## src/rtl/layer0_input_quantizer.sv

```systemverilog
// layer0_input_quantizer
// Collects NUM_FEATURES signed samples (one per beat), quantizes each to IN_BITS
// with arithmetic shift + saturation, and presents the packed vector through a
// valid/ready output register. Collection of the next vector overlaps the drain
// of the current one, so back-to-back events flow at one beat per cycle.
// Optional build macro: QUANT_ROUND_EN selects round-half-up instead of floor.
module layer0_input_quantizer #(
    parameter int NUM_FEATURES = 8,
    parameter int SAMPLE_W     = 16,
    parameter int IN_BITS      = 2,
    parameter int SHIFT        = 8
) (
    input  logic                            clk,
    input  logic                            rst_n,
    input  logic                            in_valid,
    output logic                            in_ready,
    input  logic [SAMPLE_W-1:0]             in_data,
    input  logic                            in_last,
    output logic                            out_valid,
    input  logic                            out_ready,
    output logic [NUM_FEATURES*IN_BITS-1:0] out_vec,
    output logic                            frame_err
);

    localparam int VEC_W = NUM_FEATURES * IN_BITS;
    localparam int CNT_W = $clog2(NUM_FEATURES);
    localparam logic [CNT_W-1:0] CNT_LAST = CNT_W'(NUM_FEATURES - 1);
    localparam int QMAX_I = (1 << (IN_BITS - 1)) - 1;
    localparam logic signed [SAMPLE_W:0] QMAX = (SAMPLE_W + 1)'(QMAX_I);
    localparam logic signed [SAMPLE_W:0] QMIN = (SAMPLE_W + 1)'(-QMAX_I - 1);
`ifdef QUANT_ROUND_EN
    // Half of one output LSB; zero when SHIFT is zero, making rounding a no-op.
    localparam logic signed [SAMPLE_W:0] RND = (SAMPLE_W + 1)'((1 << SHIFT) >> 1);
`endif

    // Shift (optionally rounded) then clamp into the signed IN_BITS range.
    // One extra bit of headroom keeps the rounding add from wrapping at +max.
    function automatic logic [IN_BITS-1:0] quantize(input logic [SAMPLE_W-1:0] sample);
        logic signed [SAMPLE_W:0] wide;
        logic signed [SAMPLE_W:0] shifted;
        logic signed [SAMPLE_W:0] sat;
        wide = $signed({sample[SAMPLE_W-1], sample});
`ifdef QUANT_ROUND_EN
        wide = wide + RND;
`endif
        shifted = wide >>> SHIFT;
        if (shifted > QMAX) begin
            sat = QMAX;
        end else if (shifted < QMIN) begin
            sat = QMIN;
        end else begin
            sat = shifted;
        end
        return sat[IN_BITS-1:0];
    endfunction

    logic [CNT_W-1:0] cnt_q, cnt_d;
    logic [VEC_W-1:0] buf_q, buf_d;
    logic [VEC_W-1:0] vec_q, vec_d;
    logic             valid_q, valid_d;
    logic             err_q, err_d;
    logic             drop_q, drop_d;

    logic             accept_s;
    logic             at_last_s;
    logic [IN_BITS-1:0] qval_s;
    logic [VEC_W-1:0] merged_s;

    // The final slot may only be taken when the output register is free or draining.
    assign in_ready  = (cnt_q != CNT_LAST) || !valid_q || out_ready;
    assign accept_s  = in_valid && in_ready;
    assign at_last_s = (cnt_q == CNT_LAST);
    assign qval_s    = quantize(in_data);

    assign out_vec   = vec_q;
    assign out_valid = valid_q;
    assign frame_err = err_q;

    // Collect buffer with the incoming quantized sample dropped into slot cnt.
    always_comb begin
        merged_s = buf_q;
        merged_s[cnt_q*IN_BITS +: IN_BITS] = qval_s;
    end

    // Next-state logic: collection counter, framing checks and output register.
    always_comb begin
        cnt_d   = cnt_q;
        buf_d   = buf_q;
        vec_d   = vec_q;
        valid_d = valid_q;
        err_d   = err_q;
        drop_d  = drop_q;

        if (valid_q && out_ready) begin
            valid_d = 1'b0;
        end else begin
            valid_d = valid_q;
        end

        if (accept_s) begin
            if (drop_q) begin
                // Discarding the tail of an over-long event up to its in_last.
                if (in_last) begin
                    drop_d = 1'b0;
                end else begin
                    drop_d = 1'b1;
                end
            end else if (at_last_s) begin
                cnt_d = '0;
                buf_d = '0;
                if (in_last) begin
                    vec_d   = merged_s;
                    valid_d = 1'b1;
                end else begin
                    err_d  = 1'b1;
                    drop_d = 1'b1;
                end
            end else begin
                if (in_last) begin
                    err_d = 1'b1;
                    cnt_d = '0;
                    buf_d = '0;
                end else begin
                    buf_d = merged_s;
                    cnt_d = cnt_q + CNT_W'(1);
                end
            end
        end else begin
            cnt_d = cnt_q;
        end
    end

    // State registers; reset discards any partial or pending vector.
    always_ff @(posedge clk or negedge rst_n) begin
        if (!rst_n) begin
            cnt_q   <= '0;
            buf_q   <= '0;
            vec_q   <= '0;
            valid_q <= 1'b0;
            err_q   <= 1'b0;
            drop_q  <= 1'b0;
        end else begin
            cnt_q   <= cnt_d;
            buf_q   <= buf_d;
            vec_q   <= vec_d;
            valid_q <= valid_d;
            err_q   <= err_d;
            drop_q  <= drop_d;
        end
    end

endmodule

```

## config.mk

```make
export PLATFORM = sky130hd
export DESIGN_NAME = layer0_input_quantizer
export DESIGN_NICKNAME = d
export VERILOG_FILES = /design/src/rtl/layer0_input_quantizer.sv
export SDC_FILE = /design/constraint.sdc
export NUM_CORES = 1
export LEC_CHECK = 0
export BUFFER_PORTS_ARGS = -buffer_cell sky130_fd_sc_hd__buf_2
export CORE_MARGIN = 2
export CORE_UTILIZATION = 30
export DETAILED_ROUTE_END_ITERATION = 8
export PLACE_DENSITY = 0.6
export SLEW_MARGIN = 20
export SYNTH_ARGS = -nofsm -noshare
export SYNTH_HDL_FRONTEND = slang
export SYNTH_SLANG_ARGS = --single-unit
```

## constraint.sdc

```tcl
create_clock -name clk -period 2.5 [get_ports clk]
set_clock_uncertainty 0.15 [all_clocks]
set_input_delay 0.125 -clock clk [delete_from_list [all_inputs] [get_ports clk]]
set_output_delay 0.125 -clock clk [all_outputs]
set_load 0.02 [all_outputs]
```

==> metrics.md <==
| Metric | Value |
|---|---|
| Run status | finished clean |
| Register Area | 951 um2 |
| Crit. End Element | register |
| Worst path bufs/invs | 1 |
| Clock Tree Buf Depth | 2 |
| Crit Reg-Reg Endpoint | drop_q |
| Kind of critical path | reg -> reg |
| Routed WL | 4200 um |
| Gr usage total | 12.7% |
| Max VDD drop | 337 uV |
| Worst Hold Class | in -> reg |
| DIE AREA | 0.00714 mm2 |
| Dpl hpwl | 3030 um |
| Pre-antenna DRT Iters | 4 |
| Vias | 1,497 |
| Reg2reg start | cnt_q[0] |
| Async SR Flop Fraction | 100% |
| CTS tree | done |
| Final Non-Filler Cells | 301 |
| Reg2reg setup slack | 0.16 ns |
| Port Buf Inserts | 31 |
| Crit path largest cell delay | 0.57 ns |
| Critical Path RT | 2.53 ns |
| CP Max Fanout | 7 |
| Yosys warnings | 0 |
| Num CTS Buffers | 5 |
| Global-route wire length before repair | 7280 um |
| Worst path depth | 6 |
| Final Hold Violating Endpoints | 0 |
| Cell area after synthesis | 0.00194 mm2 |
| Max Clk Rate | 0.427 GHz |
| Tightest Pin Transition | 0.853 ns |
| Synth Instances | 182 |
| Number of synthesized flops with an enable pin | 0 |
| Die width | 84.5 um |
| Startpoint type of the worst setup path | register |
| Final worst path period need | 2.34 ns |
| Arr. time, crit path | 2.37 ns |
| Antenna Violating Nets Remaining | 0 |
| # IOs | 40 |
| Final Cycle Share | 93.8% |
| Initial Utilization | 30.8% |
| Top FF cell, synth | dfrtp_1 |
| Avg Cell Area, Syn | 10.7 um2 |
| Wire length per cell | 14.0 um |
| PostCTS Resize Cnt | 0 |
| Syn Nets | 208 |
| Ratio of cells with drive above 1 in the final layout | 31.3% |
| P&R area growth vs syn | 19.1% |
| Reg clk slew, reported paths | 0.08 ns |
| # nets final | 250 |
| Synthesis-stage register bit count | 38 |
| CP startpoint | cnt_q[0] |
| P_leak | 1.06 nW |
| Final setup viols | 0 |
| Max transition margin | 43.1% |
| Crit path top cell by count | ha_1 |
| Chip height | 84.5 um |
| Filler instances | 672 |
| Post-layout util | 36.6% |
| CTS root buffer | clkbuf_8 |
| PD cells | 613 mW/mm2 |
| Rows | 29 |
| Initial drt markers | 48 |
| Worst slack at placement | 0.247 ns |
| Largest net degree at the start of global routing | 39 |
| Most frequent cells in the layout | 38 x dfrtp_1, 31 x buf_2, 26 x nand2_1 |
| DRC Markers | 0 |
| Vias per std cell | 4.97 |
| Fin Hold WS | 0.00748 ns |
| Antenna diodes | 0 |
| Initial antenna violation count | 0 |
| MaxCap Viol Count | 0 |
| R2r worst-path depth | 6 |
| Worst-skew pair later-pin latency | 0.29 ns |
| Setup TNS | 0 ns |
| H-tree depth | 2 |
| Vias in the first global route | 1,489 |
| Multi-input gate area | 905 um2 |
| Most common cell after layout, fill and taps aside | dfrtp_1 |
| Unique masters post-synth | 47 |
| CTS sink count | 38 |
| Slowest-stage cell, CP | dlygate4sd3_1 |
| RSZ-0062 raised after global routing | false |
| Crit path to | drop_q |
| Core Area | 0.00631 mm2 |
| Cells after DPL | 290 |
| Cell Chain, Critical Path | ha_1, ha_1, nand3b_1, a31oi_1, a41oi_1, dlygate4sd3_1 |
| Crit path setup slack, layout | 0.156 ns |
| GPL Wtd Cong | 0.776 |
| Slew Viols, Final | 0 |
| Delay-heaviest family, CP | buffers and inverters |
| Seq/Total Area, Yosys | 48.9% |
| Total gr overflow | 0 |
[where the power goes]
group / switching [W] / total, W / leakage, nW / internal [W]
combinational: 0.000212 / 0.000352 / 0.500 / 0.000140
sequential: 0.0000241 / 0.000665 / 0.522 / 0.000641
clock: 0.000208 / 0.000400 / 0.0383 / 0.000192
total: 0.000444 / 0.00142 / 1.06 / 0.000974
[flip-flops by register name, summed over array words and instances, names as in the netlist]
register	count
buf_q	16
cnt_q	3
drop_q	1
frame_err	1
out_valid	1
out_vec	16
[worst min path at each step]
stage                          from   endpoint  slack (ns)  depth (start not counted)
after floorplan               rst_n   buf_q[0]       -0.32                          0
after detailed placement      rst_n  out_valid        0.15                          1
after CTS                 out_ready  out_valid       0.008                          3
after global routing      out_ready  out_valid        0.05                          3
after global placement        rst_n  out_valid        0.14                          1
final                     out_ready  out_valid       0.007                          3
[cell type report]
class / count / share of cell area, %
Inverter: 12 / 1.95
Sequential cell: 38 / 41.1
Tap cell: 77 / 4.16
Clock buffer: 7 / 3.30
Multi-Input combinational cell: 126 / 39.1
Timing Repair Buffer: 41 / 10.4
[per-layer routing]
layer	wire length [um]	global-route usage, %	part of all wire [%]
met5	0	0	0
met4	41	3.46	0.98
met3	134	2.95	3.2
met2	1960	20.9	47
met1	2060	16.8	49
[through the flow]
stage	total power, W	instance area [um2]
2_1_floorplan	0.000946	1940
3_3_place_gp	0.00102	2200
4_1_cts	0.00143	2310
6_report	0.00142	2310
5_1_grt	0.00150	2310
3_5_place_dp	0.00103	2200
[worst min-delay path: stages]
cell and delay [ns]:
buf_2 0.09, nand2b_1 0.14, nand2_1 0.06
[timing repair]
action | 4_1_cts | 5_1_grt
endpoints found under the hold margin | 40 | 0
hold buffers | 4 | 0
setup buffers | 0 | 0
[Yosys cell counts, drive strengths merged, types with 3 or more instances]
master    n  share of area, %
mux2i     6               3.1
o2bb2ai   4               2.4
a31oi     3              0.97
dfrtp    38                49
nand2    30               6.6
o22ai     8               3.2
nand3    16               5.4
buf       4               1.8
nor2b     3               1.4
nor2      3              0.58
inv      12               2.3
o21ai    11               2.8
ha        5               3.2
o211ai    8               3.1
a21oi     4               1.8
[cells by family (layout without fill, tap and decap cells)]
group / count (synthesis) / in the layout / share of synthesized area [%]
flops: 38 / 38 / 48.9
buf+inv: 18 / 60 / 4.51
fa+ha+maj: 5 / 5 / 3.22
mux: 7 / 7 / 3.67
compound gates: 47 / 47 / 18.5
simple gates: 67 / 67 / 21.2
(Power assumes the default switching activity.)
